File: config.mk
export PLATFORM = sky130hd
export DESIGN_NAME = mini_cpu_core
export DESIGN_NICKNAME = d
export VERILOG_FILES = /design/src/rtl/mini_cpu_pkg.sv /design/src/rtl/mini_cpu_alu.sv /design/src/rtl/mini_cpu_core.sv
export SDC_FILE = /design/constraint.sdc
export NUM_CORES = 1
export LEC_CHECK = 0
export ABC_CLOCK_PERIOD_IN_PS = 9190
export CORE_MARGIN = 2
export CORE_UTILIZATION = 40
export DETAILED_ROUTE_END_ITERATION = 8
export GPL_TIMING_DRIVEN = 0
export SETUP_SLACK_MARGIN = 0.5
export SKIP_LAST_GASP = 1
export SYNTH_ARGS = -nofsm -noshare
export SYNTH_HDL_FRONTEND = slang
export SYNTH_SLANG_ARGS = --single-unit
File: constraint.sdc
create_clock -name clk -period 9.19 [get_ports clk]
set_clock_uncertainty 0.1 [all_clocks]
set_input_delay 2.757 -clock clk [delete_from_list [all_inputs] [get_ports clk]]
set_output_delay 2.757 -clock clk [all_outputs]
set_load 0.02 [all_outputs]
File: src/rtl/mini_cpu_pkg.sv
// mini_cpu_pkg: opcode map, FSM state encoding, flag bit positions and ALU
// operation selector shared by the core and its ALU.
package mini_cpu_pkg;

  localparam logic [7:0] OP_NOP = 8'h00;
  localparam logic [7:0] OP_LDI = 8'h01;
  localparam logic [7:0] OP_LD  = 8'h02;
  localparam logic [7:0] OP_ST  = 8'h03;
  localparam logic [7:0] OP_MOV = 8'h04;
  localparam logic [7:0] OP_MVA = 8'h05;
  localparam logic [7:0] OP_ADD = 8'h06;
  localparam logic [7:0] OP_SUB = 8'h07;
  localparam logic [7:0] OP_AND = 8'h08;
  localparam logic [7:0] OP_OR  = 8'h09;
  localparam logic [7:0] OP_XOR = 8'h0A;
  localparam logic [7:0] OP_JMP = 8'h0B;
  localparam logic [7:0] OP_JZ  = 8'h0C;
  localparam logic [7:0] OP_JN  = 8'h0D;
  localparam logic [7:0] OP_JC  = 8'h0E;
  localparam logic [7:0] OP_OUT = 8'h0F;
  localparam logic [7:0] OP_HLT = 8'hFF;

  // Bit positions inside the {Z,N,C,V} flags vector
  localparam int FLAG_Z = 3;
  localparam int FLAG_N = 2;
  localparam int FLAG_C = 1;
  localparam int FLAG_V = 0;

  typedef enum logic [1:0] {
    ST_FETCH,
    ST_EXEC,
    ST_MEM,
    ST_HALT
  } state_e;

  typedef enum logic [2:0] {
    ALU_PASS,
    ALU_ADD,
    ALU_SUB,
    ALU_AND,
    ALU_OR,
    ALU_XOR
  } alu_op_e;

endpackage

File: src/rtl/mini_cpu_alu.sv
// mini_cpu_alu: combinational accumulator ALU. Computes ACC op B and the
// resulting Z/N flags; C/V are only meaningful for ADD and SUB (C is the
// borrow for SUB).
module mini_cpu_alu
  import mini_cpu_pkg::*;
#(
  parameter int DATA_W = 8
) (
  input  alu_op_e           op,
  input  logic [DATA_W-1:0] a,
  input  logic [DATA_W-1:0] b,
  output logic [DATA_W-1:0] result,
  output logic              c,
  output logic              v,
  output logic              z,
  output logic              n
);

  logic [DATA_W:0] wide;

  // Result and flag generation; extended-width add/sub exposes carry/borrow
  always_comb begin
    wide   = '0;
    result = b;
    c      = 1'b0;
    v      = 1'b0;
    case (op)
      ALU_ADD: begin
        wide   = {1'b0, a} + {1'b0, b};
        result = wide[DATA_W-1:0];
        c      = wide[DATA_W];
        v      = (a[DATA_W-1] == b[DATA_W-1]) && (result[DATA_W-1] != a[DATA_W-1]);
      end
      ALU_SUB: begin
        wide   = {1'b0, a} - {1'b0, b};
        result = wide[DATA_W-1:0];
        c      = wide[DATA_W];
        v      = (a[DATA_W-1] != b[DATA_W-1]) && (result[DATA_W-1] != a[DATA_W-1]);
      end
      ALU_AND: result = a & b;
      ALU_OR:  result = a | b;
      ALU_XOR: result = a ^ b;
      default: result = b;
    endcase
    z = (result == '0);
    n = result[DATA_W-1];
  end

endmodule

File: src/rtl/mini_cpu_core.sv
// mini_cpu_core: accumulator CPU with NUM_REGS general registers, a
// FETCH/EXEC/MEM/HALT state machine and a ready-handshaked data port.
// Optional feature macro MINI_CPU_SINGLE_STEP_EN adds step_mode/step inputs
// that hold the core in FETCH until a step pulse arrives.
// Addresses are taken from the low ADDR_W operand bits, so ADDR_W <= DATA_W.
module mini_cpu_core
  import mini_cpu_pkg::*;
#(
  parameter int DATA_W   = 8,
  parameter int ADDR_W   = 8,
  parameter int NUM_REGS = 8,
  parameter int OPC_W    = 8
) (
  input  logic                    clk,
  input  logic                    reset_n,
  output logic [ADDR_W-1:0]       imem_addr,
  input  logic [OPC_W+DATA_W-1:0] imem_data,
  output logic                    dmem_req,
  output logic                    dmem_we,
  output logic [ADDR_W-1:0]       dmem_addr,
  output logic [DATA_W-1:0]       dmem_wdata,
  input  logic [DATA_W-1:0]       dmem_rdata,
  input  logic                    dmem_ready,
  input  logic                    resume,
`ifdef MINI_CPU_SINGLE_STEP_EN
  input  logic                    step_mode,
  input  logic                    step,
`endif
  output logic                    halted,
  output logic                    illegal_op,
  output logic [DATA_W-1:0]       out_data,
  output logic                    out_valid,
  output logic [3:0]              flags
);

  localparam int RIDX_W = (NUM_REGS > 1) ? $clog2(NUM_REGS) : 1;

  state_e                  state, next_state;
  logic [ADDR_W-1:0]       pc;
  logic [OPC_W+DATA_W-1:0] ir;
  logic [DATA_W-1:0]       acc;
  logic [DATA_W-1:0]       regs [NUM_REGS];

  logic [OPC_W-1:0]  opc;
  logic [DATA_W-1:0] operand;
  logic [RIDX_W-1:0] ridx;
  logic [DATA_W-1:0] reg_val;
  logic              mem_write;
  logic              fetch_go;

  alu_op_e           alu_op;
  logic [DATA_W-1:0] alu_b;
  logic [DATA_W-1:0] alu_res;
  logic              alu_c, alu_v, alu_z, alu_n;

  logic wr_acc, upd_zn, upd_cv, wr_reg, jump, do_out, is_mem, is_halt, bad_op;

  assign opc       = ir[OPC_W+DATA_W-1:DATA_W];
  assign operand   = ir[DATA_W-1:0];
  assign ridx      = operand[RIDX_W-1:0];
  assign reg_val   = regs[ridx];
  assign mem_write = (opc == OPC_W'(OP_ST));

`ifdef MINI_CPU_SINGLE_STEP_EN
  assign fetch_go = !step_mode || step;
`else
  assign fetch_go = 1'b1;
`endif

  assign imem_addr  = pc;
  assign dmem_req   = (state == ST_MEM);
  assign dmem_we    = (state == ST_MEM) && mem_write;
  assign dmem_addr  = operand[ADDR_W-1:0];
  assign dmem_wdata = acc;
  assign halted     = (state == ST_HALT);

  mini_cpu_alu #(.DATA_W(DATA_W)) u_alu (
    .op     (alu_op),
    .a      (acc),
    .b      (alu_b),
    .result (alu_res),
    .c      (alu_c),
    .v      (alu_v),
    .z      (alu_z),
    .n      (alu_n)
  );

  // Instruction decode into datapath enables for the EXEC cycle
  always_comb begin
    alu_op  = ALU_PASS;
    alu_b   = reg_val;
    wr_acc  = 1'b0;
    upd_zn  = 1'b0;
    upd_cv  = 1'b0;
    wr_reg  = 1'b0;
    jump    = 1'b0;
    do_out  = 1'b0;
    is_mem  = 1'b0;
    is_halt = 1'b0;
    bad_op  = 1'b0;
    case (opc)
      OPC_W'(OP_NOP): ;
      OPC_W'(OP_LDI): begin alu_b = operand; wr_acc = 1'b1; upd_zn = 1'b1; end
      OPC_W'(OP_LD),
      OPC_W'(OP_ST):  is_mem = 1'b1;
      OPC_W'(OP_MOV): wr_reg = 1'b1;
      OPC_W'(OP_MVA): begin wr_acc = 1'b1; upd_zn = 1'b1; end
      OPC_W'(OP_ADD): begin alu_op = ALU_ADD; wr_acc = 1'b1; upd_zn = 1'b1; upd_cv = 1'b1; end
      OPC_W'(OP_SUB): begin alu_op = ALU_SUB; wr_acc = 1'b1; upd_zn = 1'b1; upd_cv = 1'b1; end
      OPC_W'(OP_AND): begin alu_op = ALU_AND; wr_acc = 1'b1; upd_zn = 1'b1; end
      OPC_W'(OP_OR):  begin alu_op = ALU_OR;  wr_acc = 1'b1; upd_zn = 1'b1; end
      OPC_W'(OP_XOR): begin alu_op = ALU_XOR; wr_acc = 1'b1; upd_zn = 1'b1; end
      OPC_W'(OP_JMP): jump = 1'b1;
      OPC_W'(OP_JZ):  jump = flags[FLAG_Z];
      OPC_W'(OP_JN):  jump = flags[FLAG_N];
      OPC_W'(OP_JC):  jump = flags[FLAG_C];
      OPC_W'(OP_OUT): do_out = 1'b1;
      OPC_W'(OP_HLT): is_halt = 1'b1;
      default:        bad_op = 1'b1;
    endcase
  end

  // Next-state selection for the fetch/execute sequencer
  always_comb begin
    next_state = state;
    case (state)
      ST_FETCH: if (fetch_go) next_state = ST_EXEC;
      ST_EXEC: begin
        if (is_mem)       next_state = ST_MEM;
        else if (is_halt) next_state = ST_HALT;
        else              next_state = ST_FETCH;
      end
      ST_MEM:  if (dmem_ready) next_state = ST_FETCH;
      ST_HALT: if (resume)     next_state = ST_FETCH;
      default: next_state = ST_FETCH;
    endcase
  end

  // State register; async reset forces FETCH so dmem_req drops immediately
  always_ff @(posedge clk or negedge reset_n) begin
    if (!reset_n) state <= ST_FETCH;
    else          state <= next_state;
  end

  // Architectural state: PC, IR, ACC, register file, flags and OUT port
  always_ff @(posedge clk or negedge reset_n) begin
    if (!reset_n) begin
      pc         <= '0;
      ir         <= '0;
      acc        <= '0;
      flags      <= '0;
      illegal_op <= 1'b0;
      out_data   <= '0;
      out_valid  <= 1'b0;
      for (int i = 0; i < NUM_REGS; i++) regs[i] <= '0;
    end else begin
      out_valid <= 1'b0;
      case (state)
        ST_FETCH: begin
          if (fetch_go) begin
            ir <= imem_data;
            pc <= pc + ADDR_W'(1);
          end
        end
        ST_EXEC: begin
          if (wr_acc) acc <= alu_res;
          if (upd_zn) begin
            flags[FLAG_Z] <= alu_z;
            flags[FLAG_N] <= alu_n;
          end
          if (upd_cv) begin
            flags[FLAG_C] <= alu_c;
            flags[FLAG_V] <= alu_v;
          end
          if (wr_reg) regs[ridx] <= acc;
          if (jump) pc <= operand[ADDR_W-1:0];
          if (do_out) begin
            out_data  <= acc;
            out_valid <= 1'b1;
          end
          if (bad_op) illegal_op <= 1'b1;
        end
        ST_MEM: begin
          if (dmem_ready && !mem_write) begin
            acc           <= dmem_rdata;
            flags[FLAG_Z] <= (dmem_rdata == '0);
            flags[FLAG_N] <= dmem_rdata[DATA_W-1];
          end
        end
        default: ;
      endcase
    end
  end

endmodule

==> reports/metrics.csv, run 1 <==
stage,metric,value,unit
power_and_ir_drop,switching power share of the total,46.2,%
power_and_ir_drop,combinational share of power,55.3,%
power_and_ir_drop,Int Power,0.00138,W
layout,final instance area,0.00804,mm^2
routing,vias,5764,
placed_design,IO buf count,68,
placed_design,DP HPWL,15800,um
logic_synthesis,Post-synth EDFFs,0,
cts,clock buffer depth,2,
power_and_ir_drop,part of the power in registers,28.8,%
power_and_ir_drop,switching pwr,0.00118,W
worst_setup_path,Setup crit end kind,output pin,
cts,cts repair resizes,0,
worst_setup_path,Reg-to-Reg End,dmem_wdata[6],
routing,first-pass detailed-route iteration total,5,
cts,clk_lat worst skew,0.36,ns
worst_setup_path,Worst R2R Start,ir[1],
die,IO Count,69,
timing,final hold violations,0,
layout,ANT cells,0,
logic_synthesis,Syn. warnings,0,
timing,"Min Clock Period, post-route",5.60,ns
layout,Area growth syn-to-layout,19.1,%
cts,CTS tree,yes,
global_routing,vias in the first global route,5779,
global_routing,grt ovf,0,
logic_synthesis,Mapped Area,0.00675,mm^2
cts,# hold bufs at CTS,0,
placed_design,Post-Place Cell Area,0.00773,mm^2
cts,Setup Buffers After CTS,0,
routing,Final ANT Viol Nets,0,
routing,drt via density,5.71,
placed_design,Setup WS pre-CTS,3.99,ns
cts,CTS sink cnt,111,
logic_synthesis,most numerous cell in the Yosys netlist,dfrtp_1,
placed_design,GPL Wtd Cong,0.901,
worst_setup_path,Worst Setup Path Type,reg2out,
timing,Final WS setup,3.59,ns
worst_setup_path,critical path arrival,2.74,ns
worst_setup_path,reg2reg path depth,14,
timing,Worst slew margin,54.6,%
logic_synthesis,async set or reset register ratio after synthesis,100,%
logic_synthesis,synth unique cells,76,
routing,DR iter-0 viols,449,
power_and_ir_drop,Leak,3.46,nW
global_routing,first-pass GRT wire length,33500,um
worst_setup_path,crit path max fanout,10,
logic_synthesis,top post-synthesis cells by count,"111 x dfrtp_1, 80 x nand2_1, 71 x o21ai_0, 55 x mux2_2, 39 x a21oi_1",
logic_synthesis,Post-Synthesis Cells,704,
die,total core area,0.0165,mm^2
hold_path,Hold Path Cell Cnt,2,
cts,clock root cell,clkbuf_16,
timing,final setup vio count,0,
die,die footprint,0.0179,mm^2
hold_path,Hold EP,regs[43],
cts,clock slew seen by the registers of the worst setup and hold paths,0.07,ns
die,Die Y-Extent,134,um
timing,setup TNS,0,ns
timing,worst-margin pin slew,0.681,ns
routing,WL final,21000,um
worst_setup_path,CP required,6.33,ns
logic_synthesis,"area leader, netlist",dfrtp_1,
power_and_ir_drop,clock network power share,15.9,%
logic_synthesis,Main synth FF type,dfrtp_1,
cts,total CTS buffers,9,
run_status,outcome,"finished, final reports clean",
layout,NumNets Final,845,
worst_setup_path,startpoint types,flop,
logic_synthesis,syn nets,765,
logic_synthesis,main area contributors after synthesis,"dfrtp_1 41%, mux2_2 9.2%, ha_1 5.7%",
global_routing,initial antenna violation count,0,
routing,DRC Markers,0,
timing,RSZ-0062 raised after global routing,false,
timing,final period utilization,60.9,%
run,max cap viols,0,
die,DIE WIDTH,134,um
layout,fraction of layout cells with a size suffix above 1,15.2,%
logic_synthesis,Seq cells post-synth,111,
logic_synthesis,Synth top area share,41.1,%
power_and_ir_drop,pwr/cell area,318,mW/mm^2
global_routing,largest net degree at the start of global routing,82,
worst_setup_path,Register-to-Register Setup Slack,4.38,ns
logic_synthesis,"Seq/Total Area, Yosys",41.1,%
die,Core Rows,47,
cts,H-tree levels,3,
timing,fin. max-slew vios,0,
hold_path,worst hold path type,reg2reg,
timing,Max Fclk,179,MHz
hold_path,min-delay src,regs[43],
global_routing,GRT Resource Usage Total,24.3,%
routing,routed len/inst,20.8,um
power_and_ir_drop,Worst VDD drop,0.132,mV
die,starting density of the core,40.8,%
logic_synthesis,Synth Area per Inst,9.59,um^2
[state kept, by name (all words and copies together), names as in the netlist]
name	count
ir	16
imem_addr	8
out_data	8
flags	4
dmem_wdata	7
regs	64
out_valid	1
illegal_op	1
state	2
[logic make-up (layout without fill, tap and decap cells)]
family	after synthesis	after routing	synth area share (%)
AOI/OAI and AO/OA	195	195	18.3
xor gates and xnor gates	8	8	1.04
adders and majority gates	33	33	6.34
buffers and inverters	77	162	5.38
DFF	111	111	41.1
muxes	67	67	11.1
and+or+nand+nor	213	213	16.7
[metal layers]
layer	vias up	global-route usage [%]	routed length, um
li1	2699	-	-
met1	2848	34.6	9790
met2	194	38.1	9530
met3	23	3.82	1250
met4	0	7.45	439
met5	-	0	0
[area by class of cell]
class | instances | area [um^2]
multi-input cells | 516 | 3610
clock buffers | 10 | 239
plain buffers | 45 | 243
well taps | 220 | 275
repair buffers | 69 | 709
fillers | 1556 | 8480
clock inverters | 6 | 66.3
inverters | 32 | 120
flip-flops and latches | 111 | 2780
[power groups by stage]
stage | Clock (W) | Sequential (W) | Combinational (W)
2_1_floorplan | 0 | 0.000733 | 0.000911
3_3_place_gp | 0 | 0.000738 | 0.00138
3_5_place_dp | 0 | 0.000743 | 0.00140
4_1_cts | 0.000418 | 0.000735 | 0.00141
5_1_grt | 0.000439 | 0.000755 | 0.00154
6_report | 0.000407 | 0.000737 | 0.00142
[worst max path at each step]
| stage | cells past startpoint | slack, ns | endpoint | startpoint |
|---|---|---|---|---|
| global placement | 1 | 0.90 | flags[2] | reset_n |
| floorplan | 5 | 4.69 | dmem_we | ir[15] |
| CTS | 6 | 3.59 | dmem_we | ir[15] |
| global route | 6 | 3.46 | dmem_we | ir[15] |
| detailed placement | 6 | 3.99 | dmem_we | ir[15] |
| finish | 6 | 3.59 | dmem_we | ir[15] |
[cells in the final DEF, fill, tap and decap left out, types with 14 or more instances in the layout]
| cell type | instances |
|---|---|
| buf_2 | 14 |
| clkdlybuf4s50_1 | 67 |
| a21oi_1 | 39 |
| nor2_1 | 28 |
| nor3_1 | 16 |
| clkbuf_1 | 14 |
| nand3_1 | 23 |
| nand2_1 | 80 |
| ha_1 | 31 |
| mux2_2 | 55 |
| inv_1 | 30 |
| dfrtp_1 | 111 |
| o21ai_0 | 71 |
[critical path, stage by stage, from the launching register on]
cell,delay [ns]
dfrtp_1,0.42
or4_4,0.57
buf_6,0.19
nor3_1,0.28
nand4_1,0.20
inv_1,0.11
clkdlybuf4s50_1,0.61
[per-stage QoR]
step                      power [W]  cells  util (%)  hold slack (ns)
final                       0.00256   1009      48.7            0.383
after global routing        0.00274   1009      48.7            0.409
after CTS                   0.00256   1009      48.7            0.383
after detailed placement    0.00214    993      46.8            0.366
after global placement      0.00212    992      46.6            0.355
after floorplan             0.00164    704         -            0.342
No activity file was read; power rests on OpenSTA's default activity.
==> run 2: changes to the inputs <==
ABC_CLOCK_PERIOD_IN_PS = 5800   (was 9190)
clock period = 5.8 ns   (was 9.19 ns; I/O delays follow)
==> results of run 2 <==
Same layout as run 1 (identical final DEF). Status: finished, final reports clean.
Main changes from that run: setup slack after placement 3.99 ns -> 1.03 ns; setup slack after layout 3.59 ns -> 0.985 ns; start point of the critical path ir[15] -> ir[1]; end point of the critical path dmem_we -> dmem_wdata[6]; register-to-register setup slack 4.38 ns -> 0.99 ns; total power 0.00256 W -> 0.00406 W; worst IR drop on VDD 0.132 mV -> 0.209 mV
